**config.mk**
```make
export PLATFORM = sky130hd
export DESIGN_NAME = aes_spi_frame_slave
export DESIGN_NICKNAME = d
export VERILOG_FILES = /design/src/rtl/aes_spi_frame_slave.sv
export SDC_FILE = /design/constraint.sdc
export NUM_CORES = 1
export LEC_CHECK = 0
export ABC_AREA = 0
export CAP_MARGIN = 20
export CORE_MARGIN = 5
export CORE_UTILIZATION = 45
export CTS_CLUSTER_DIAMETER = 50
export DETAILED_ROUTE_END_ITERATION = 7
export PLACE_DENSITY = 0.73
export SETUP_SLACK_MARGIN = 0.15
export SLEW_MARGIN = 5
export SYNTH_ARGS = -nofsm -noshare
export SYNTH_HDL_FRONTEND = slang
export SYNTH_SLANG_ARGS = --single-unit
```
**constraint.sdc**
```tcl
create_clock -name clk -period 20.5 [get_ports clk]
set_input_delay 5.125 -clock clk [delete_from_list [all_inputs] [get_ports clk]]
set_output_delay 5.125 -clock clk [all_outputs]
set_load 0.03 [all_outputs]
```
**src/rtl/aes_spi_frame_slave.sv**
```systemverilog
// SPI slave framing cmd/data/key into a start/done handshake with an external AES core; result returned behind a start bit.
// AES_SPI_KEY_RETAIN_EN: key kept across frames and KEY phase only when command bit6 is set.

module aes_spi_frame_slave #(
    parameter int Nk       = 4,
    parameter int WAIT_MAX = 1023
) (
    input  logic              clk,
    input  logic              rst,
    input  logic              CS,
    input  logic              SDI,
    output logic              SDO,
    output logic              core_start,
    output logic              core_mode,
    output logic [127:0]      core_data,
    output logic [32*Nk-1:0]  core_key,
    input  logic              core_done,
    input  logic [127:0]      core_result,
    output logic              frame_err
);

    localparam int          KEY_BITS  = 32 * Nk;
    localparam logic [15:0] KEY_LAST  = 16'(KEY_BITS - 1);
    localparam logic [15:0] WAIT_LAST = 16'(WAIT_MAX - 1);

    typedef enum logic [3:0] {
        IDLE, CMD, DATA, KEY, START, WAIT, PRE, SHIFT, DONE
    } state_t;

    state_t              state, state_nx;
    logic [15:0]         cnt, cnt_nx;
    logic                mode, key_load, err;
    logic [127:0]        data_reg, out_sr;
    logic [KEY_BITS-1:0] key_reg;
    logic                frame_start, abort, timeout, key_phase, accept_done;

    assign frame_start = (state == IDLE) && !CS;
    assign abort       = CS && (state != IDLE) && (state != DONE);
    assign timeout     = (state == WAIT) && !core_done && (cnt == WAIT_LAST);
    assign accept_done = (state == WAIT) && core_done && !abort;

`ifdef AES_SPI_KEY_RETAIN_EN
    assign key_phase = key_load;
`else
    assign key_phase = 1'b1;
`endif

    // cnt restarts from zero on every state change, so each phase counts its own bits/cycles
    always_comb begin
        state_nx = state;
        case (state)
            IDLE:    if (!CS) state_nx = CMD;
            CMD:     if (cnt == 16'd6) state_nx = DATA;
            DATA:    if (cnt == 16'd127) state_nx = key_phase ? KEY : START;
            KEY:     if (cnt == KEY_LAST) state_nx = START;
            START:   state_nx = WAIT;
            WAIT:    if (core_done) state_nx = PRE;
                     else if (cnt == WAIT_LAST) state_nx = DONE;
            PRE:     state_nx = SHIFT;
            SHIFT:   if (cnt == 16'd127) state_nx = DONE;
            DONE:    if (CS) state_nx = IDLE;
            default: state_nx = IDLE;
        endcase
        if (abort) state_nx = IDLE;
        cnt_nx = (state_nx != state) ? 16'd0 : cnt + 16'd1;
    end

    always_ff @(posedge clk or posedge rst) begin
        if (rst) begin
            state <= IDLE;
            cnt   <= 16'd0;
        end else begin
            state <= state_nx;
            cnt   <= cnt_nx;
        end
    end

    always_ff @(posedge clk or posedge rst) begin
        if (rst) begin
            mode     <= 1'b0;
            key_load <= 1'b0;
            err      <= 1'b0;
            data_reg <= '0;
            key_reg  <= '0;
            out_sr   <= '0;
        end else begin
            if (frame_start) begin
                mode     <= SDI;
                key_load <= 1'b0;
                err      <= 1'b0;
`ifndef AES_SPI_KEY_RETAIN_EN
                key_reg  <= '0;
`endif
            end
            if (state == CMD && cnt == 16'd0) key_load <= SDI;
            if (state == DATA) data_reg <= {data_reg[126:0], SDI};
            if (state == KEY)  key_reg  <= {key_reg[KEY_BITS-2:0], SDI};
            if (accept_done)
                out_sr <= core_result;
            else if (state == SHIFT)
                out_sr <= {out_sr[126:0], 1'b0};
            if (timeout) err <= 1'b1;
            if (abort) begin
                err      <= 1'b1;
                data_reg <= '0;
                out_sr   <= '0;
            end
        end
    end

    // SDO launches on the falling edge so the master samples it on the following rising edge
    always_ff @(negedge clk or posedge rst) begin
        if (rst)
            SDO <= 1'b0;
        else
            SDO <= (state == PRE) || ((state == SHIFT) && out_sr[127]);
    end

    assign core_start = (state == START);
    assign core_mode  = mode;
    assign core_data  = data_reg;
    assign core_key   = key_reg;
    assign frame_err  = err;

endmodule

```
==> run_results.csv <==
group,metric,value,unit
placement,place_hpwl,28500,um
synthesis,synth_top_family_by_area,"compound AO/OA/AOI/OAI gates",
timing,layout_setup_ws,3450,ps
grt,grt_antenna_before_repair,4,
grt,overflow,0,
finish,area_growth,35.5,%
synthesis,syn_area_per_cell,10.5,um^2
clock_network,clkSinkCount,407,
clock_network,path_clk_slew,60,ps
setup_path,reg2reg_depth,2,
placement,gp_congestion,0.838,
clock_network,htreeDepth,2,
finish,layout-drive-gt1-share,0.0618,
synthesis,synth_simple_gate_area_frac,0.122,
setup_path,crit_required,15380,ps
synthesis,synth_ff_type,"dfrtp_1",
grt,grt_pass1_vias,13619,
setup_path,critPathMaxStageDelay,730,ps
route,drtIter0Drc,859,
grt,grt_pass1_wl,74400,um
grt,grt_max_degree,167,
route,wirelength,45500,um
synthesis,synthesis.area,16600,um^2
synthesis,yosys_warnings,0,
timing,finalSetupViolations,0,
synthesis,synthXorXnorAreaFrac,0.00738,
clock_network,cts_setup_buffers,0,
setup_path,critPathLaunchType,"register",
setup_path,slowest_stage,"clkdlybuf4s50_1",
power,p_leak,9.47,nW
min_path,hold_depth,1,
floorplan,die_width,202,um
finish,regArea,10200,um^2
synthesis,synth_compound_area_frac,0.222,
clock_network,insertion_delay,570,ps
floorplan,ioPinCount,393,
synthesis,async_reset_ff_frac,1.00,
clock_network,cts_resized,0,
synthesis,syn_inst,1583,
setup_path,critPathKind,"register to output port",
finish,multi_input_area,5920,um^2
timing,slew_headroom,0.248,
setup_path,endpoint_kind,"output port",
route,routedWlPerCell,18.8,um
clock_network,cts-root-buf,"clkbuf_16",
run_status,status,"completed",
route,drc,0,
setup_path,worstPathMaxFanout,1,
synthesis,synthAdderAreaFrac,0.00151,
synthesis,synth-edff-count,0,
timing,tightest_slew,1130,ps
flow_run,drv_cap,0,
timing,hold_viol,0,
clock_network,cts_tree,"done",
synthesis,synth-seq-cells,407,
grt,grt_usage,0.219,
synthesis,synth_seq_area_share,0.613,
floorplan,die_area,40900,um^2
route,drt-vias-per-instance,5.54,
floorplan,std_cell_rows,70,
power,powerDensity,104,nW/um^2
floorplan,core,36500,um^2
route,drt_first_pass_iters,5,
synthesis,syn_nets,1718,
synthesis,yosys-mux-area-fraction,0.000678,
setup_path,path_depth,1,
finish,utilization,0.616,
route,postRouteAntennaNets,0,
setup_path,crit_family,"buffers and inverters",
setup_path,cp_num_buf_inv,1,
min_path,hold_path.class,"register to register",
route,num_vias,13372,
timing,maxSlewViolCount,0,
timing,rsz0062_at_grt,"false",
setup_path,arrival,11930,ps
floorplan,start_util,0.455,
floorplan,die_height,202,um
synthesis,ys_types,51,
placement,post-place-ws,4010,ps
timing,fin_skew,25.0,ps
power,irDropWorstVdd,0.0000605,V
finish,fillCellCount,2897,
placement,io_buffers,392,
clock_network,cts_max_path_buffers,3,
clock_network,numCtsBuffers,46,
clock_network,cts_hold_buf,0,
setup_path,path_cells,"clkdlybuf4s50_1",
finish,fin_nets,2040,
-- sequential cells by signal, summed over array words and instances, names as in the netlist --
| register | flops |
|---|---|
| state | 4 |
| frame_err | 1 |
| core_key | 128 |
| core_mode | 1 |
| out_sr | 128 |
| SDO | 1 |
| cnt | 16 |
| core_data | 128 |
-- synthesized netlist by cell type (3+ instances only) --
cell type  count  share of area
and3_1         3         0.0011
nor3_2        10         0.0060
xor2_1         4         0.0021
a2bb2oi_1    127          0.067
o21ai_0      114          0.034
nand2_1      408          0.092
a22o_1       128          0.067
or3_1          6         0.0023
xnor2_1       10         0.0053
nand4_1        3         0.0011
clkbuf_1     130          0.029
dfrtp_1      406           0.61
nor3_1        12         0.0036
nor4_1         3         0.0011
a21oi_1      131          0.039
inv_1          5         0.0011
nor2_1        11         0.0025
buf_1          4        0.00090
nand3_1        7         0.0021
o21ai_1       19         0.0057
-- report_power, final --
part	switching [mW]	internal [mW]	leakage (nW)
Clock	0.335	0.543	0.797
Sequential	0.0744	0.939	5.43
Combinational	0.243	0.206	3.24
Total	0.652	1.69	9.47
-- through the flow --
| stage | std cells | power, mW | TNS (ps) | cell area, um^2 | hold slack (ps) |
|---|---|---|---|---|---|
| after CTS | 2406 | 2.36 | 0 | 22400 | 510 |
| after floorplan | 1583 | 1.35 | -172 | 16600 | 488 |
| after global routing | 2413 | 2.46 | 0 | 22500 | 543 |
| final | 2413 | 2.34 | 0 | 22500 | 506 |
| after detailed placement | 2322 | 1.47 | 0 | 20800 | 486 |
| after global placement | 2322 | 1.45 | 0 | 20800 | 482 |
-- final cells by class --
cell class / count / share of cell area
sequential: 407 / 0.453
multi-input combinational: 1033 / 0.263
timing repair buffer: 412 / 0.184
clock buffer: 62 / 0.0570
tap: 468 / 0.0260
clock inverter: 22 / 0.0156
inverter: 5 / 0.00100
antenna: 4 / 0.000445
-- cell families after synthesis --
logic type                 count (synthesis)
AOI/OAI and AO/OA                        533
xor gates and xnor gates                  14
adders and majority gates                  2
buffers and inverters                    143
DFF                                      407
muxes                                      1
and+or+nand+nor                          483
-- final timing paths --
kind,start,to,slack [ps]
worst max-delay path,SDO$_DFF_NP0_,SDO,3450
worst min-delay path,core_key[127]$_DFFE_PP0P_,core_key[127]$_DFFE_PP0P_,510
worst max register to register,state[3]$_DFF_PP0_,SDO$_DFF_NP0_,9050
worst min register to register,core_key[127]$_DFFE_PP0P_,core_key[127]$_DFFE_PP0P_,510
max in group asynchronous,rst,SDO$_DFF_NP0_,5030
min in group asynchronous,rst,core_data[87]$_DFFE_PP0P_,4970
-- metal layers --
metal  track usage  vias up  part of all wire
li1              -     6213                 -
met1         0.294     6656              0.42
met2         0.333      414              0.47
met3        0.0746       89             0.083
met4        0.0776        0             0.030
met5             0        -                 0
-- cells in the final DEF (no fill, tap or decap), types with 3 or more instances in the layout --
cell and count:
a21oi_1 130, a22o_1 128, a2bb2oi_1 127, and3_1 3, buf_16 3, buf_4 16
bufinv_16 8, clkbuf_1 10, clkbuf_16 47, clkbuf_8 5, clkdlybuf4s50_1 392, clkinv_2 8
clkinvlp_4 3, dfrtp_1 406, diode_2 4, inv_1 4, nand2_1 407, nand3_1 7
nand4_1 3, nor2_1 11, nor3_1 10, nor3_2 12, o21ai_0 114, o21ai_1 19
or3_1 5, xnor2_1 10, xor2_1 4
No activity file was read; power rests on OpenSTA's default activity.
==> edit (same flow settings) <==
Add an input register stage for `core_result`; this delays it by one clock. The other inputs are not delayed to match.
--- a/src/rtl/aes_spi_frame_slave.sv
+++ b/src/rtl/aes_spi_frame_slave.sv
@@ -26,6 +26,12 @@
     typedef enum logic [3:0] {
         IDLE, CMD, DATA, KEY, START, WAIT, PRE, SHIFT, DONE
     } state_t;
+
+    logic [127:0] core_result_q;
+
+    always_ff @(posedge clk) begin
+        core_result_q <= core_result;
+    end
 
     state_t              state, state_nx;
     logic [15:0]         cnt, cnt_nx;
@@ -96,7 +102,7 @@
             if (state == DATA) data_reg <= {data_reg[126:0], SDI};
             if (state == KEY)  key_reg  <= {key_reg[KEY_BITS-2:0], SDI};
             if (accept_done)
-                out_sr <= core_result;
+                out_sr <= core_result_q;
             else if (state == SHIFT)
                 out_sr <= {out_sr[126:0], 1'b0};
             if (timeout) err <= 1'b1;
Function: not checked (the comparison handles one clock edge and no latches or derived clocks); the edit may change what the design does.
==> edit against the unedited design <==
Design area is 14% higher; worst setup slack worse by 13 ps; area after synthesis is 17% higher; critical path depth stayed put; non-clock buffer count is 3 higher; sequential cell count is 128 higher; routed wire length is 7.3% higher; hold slack worse by 34 ps; largest cell class unchanged; highest routed layer is now met5.
Power is not compared: it rests on default switching activity, and its combinational part moved more than twofold at a synthesized area within 25%.
==> edit: results (changes against the unedited design) <==
<table>
<tr><th>Metric</th><th>Value</th></tr>
<tr><th colspan="2">Run status</th></tr>
<tr><td>Outcome</td><td>complete, no violations</td></tr>
<tr><th colspan="2">Place</th></tr>
<tr><td>Final weighted congestion in routability-driven placement</td><td>0.7988 (-4.7%)</td></tr>
<tr><td>Placement-stage worst setup slack</td><td>4027 ps (+14.29 ps)</td></tr>
<tr><td>Final HPWL from detailed placement</td><td>31370 um (+10%)</td></tr>
<tr><th colspan="2">Yosys</th></tr>
<tr><td>Library cells used by synthesis</td><td>45 (-12%)</td></tr>
<tr><td>Proportion of register bits with asynchronous set or reset after synthesis</td><td>76.07% (-24 points)</td></tr>
<tr><td>Commonest cells in the netlist</td><td>sky130_fd_sc_hd__nand2_1, sky130_fd_sc_hd__dfrtp_1, sky130_fd_sc_hd__nor2_1, sky130_fd_sc_hd__a21oi_1, sky130_fd_sc_hd__clkbuf_1</td></tr>
<tr><td>Leading post-synthesis cells by cell area</td><td>sky130_fd_sc_hd__dfrtp_1, sky130_fd_sc_hd__dfxtp_1, sky130_fd_sc_hd__nand2_1</td></tr>
<tr><td>Syn Nets</td><td>1973 (+15%)</td></tr>
<tr><td>Sequential-to-total area share from yosys stat</td><td>65.63% (+4.3 points)</td></tr>
<tr><th colspan="2">Timing</th></tr>
<tr><td>Clock Skews</td><td>32.75 ps (+7.741 ps)</td></tr>
<tr><td>Worst slew pin tran</td><td>1108 ps (-20.01 ps)</td></tr>
<tr><th colspan="2">Final layout</th></tr>
<tr><td>Number of antenna repair diodes</td><td>0 (-4)</td></tr>
<tr><td>Final Net Count</td><td>2297 (+13%)</td></tr>
<tr><td>Fraction of final layout cells with drive strength greater than 1</td><td>5.896% (-0.29 points)</td></tr>
<tr><th colspan="2">Detailed routing</th></tr>
<tr><td>Length of the first detailed-routing pass in iterations</td><td>6 (+1)</td></tr>
<tr><td>First-iteration detailed-routing DRC count</td><td>1527 (+78%)</td></tr>
<tr><td>Detailed Route WL</td><td>48770 um (+7.3%)</td></tr>
<tr><td>Overall via count from detail_route</td><td>14860 (+11%)</td></tr>
<tr><th colspan="2">GRT</th></tr>
<tr><td>First-pass GRT wire length</td><td>78360 um (+5.3%)</td></tr>
<tr><td>Initial antenna violation count</td><td>2 (-2)</td></tr>
<tr><td>GRT Util Overall</td><td>19.96% (-1.9 points)</td></tr>
<tr><td>Number of global-route vias before repair</td><td>14440 (+6.0%)</td></tr>
<tr><th colspan="2">Setup path</th></tr>
<tr><td>Data arrival at the endpoint of the critical path</td><td>11940 ps (about the same)</td></tr>
<tr><th colspan="2">Clocking</th></tr>
<tr><td>Number of buffers created by CTS</td><td>55 (+20%)</td></tr>
<tr><td>Insertion delay to the later sink of the worst-skew pair</td><td>610 ps (+40 ps)</td></tr>
</table>
edit: cell count changes after synthesis, moves of 5 or more:
cell                        change
sky130_fd_sc_hd__buf_2         +11
sky130_fd_sc_hd__nor3_2         -9
sky130_fd_sc_hd__nor2_1       +146
sky130_fd_sc_hd__o21ai_1       -19
sky130_fd_sc_hd__a21oi_1        +5
sky130_fd_sc_hd__a311oi_1     +127
sky130_fd_sc_hd__nand2_1      +112
sky130_fd_sc_hd__a2bb2oi_1    -127
sky130_fd_sc_hd__or3_1          -6
sky130_fd_sc_hd__o21ai_0      -108
sky130_fd_sc_hd__dfxtp_1      +128
edit: logic make-up (layout without fill, tap and decap cells):
group                      count (synthesis)  count (layout)  synth area share (%)
DFF                                      535             535                 65.63
muxes                                      2               2                0.1095
buffers and inverters                    153             520                 3.079
xor gates and xnor gates                  12              12                0.5411
and+or+nand+nor                          725             725                 14.84
adders and majority gates                  2               2                0.1288
AOI/OAI and AO/OA                        409             409                 15.67
edit: path summary, 6_finish.rpt:
check | startpoint | end | slack [ps] | cells past startpoint
setup reg to reg | state[2] | SDO | 8740 | 4
min in group asynchronous | rst | core_data[7] | 5080 | 3
max in group asynchronous | rst | SDO | 4810 | 3
hold reg to reg | core_result_q[0] | out_sr[0] | 470 | 2
hold / removal | core_result_q[0] | out_sr[0] | 470 | 2
setup / recovery | SDO | SDO | 3440 | 1
edit: power groups by stage:
stage	Sequential, W	Clock [W]	Combinational [W]
after CTS	0.00108	0.00105	0.000139
after detailed placement	0.00110	0	0.000139
final	0.00108	0.00102	0.000141
after global routing	0.00108	0.00109	0.000154
after global placement	0.00110	0	0.000136
after floorplan	0.00110	0	0.0000817
edit: through the flow:
| step | hold slack, ps | util (%) | setup TNS (ps) | std cells | cell area, sq um |
|---|---|---|---|---|---|
| after floorplan | 440.8 | - | -171.6 | 1838 | 19430 |
| after global placement | 463.6 | 55.28 | 0 | 2686 | 23710 |
| after detailed placement | 466.0 | 55.35 | 0 | 2687 | 23740 |
| after CTS | 476.7 | 59.74 | 0 | 2787 | 25620 |
| after global routing | 488.1 | 59.93 | 0 | 2790 | 25700 |
| final | 472.0 | 59.93 | 0 | 2790 | 25700 |
edit: area by class of cell:
type	instances	area (sq um)
clock buffer	76	1555
clock inverter	24	326.6
fill	3506	17190
inverter	5	22.52
multi-input combinational	1150	6141
sequential	535	12750
tap	585	732.0
timing repair buffer	415	4177
edit: metal layers:
metal  GRT usage, %  wire, um  share of wire (%)  vias to the layer above
li1               -         -                  -                     6989
met1          28.23     21320                 44                     7303
met2          31.36     23150                 47                      493
met3          4.290      3237                6.6                       68
met4          5.987      1036                2.1                        4
met5              0        25              0.051                        -
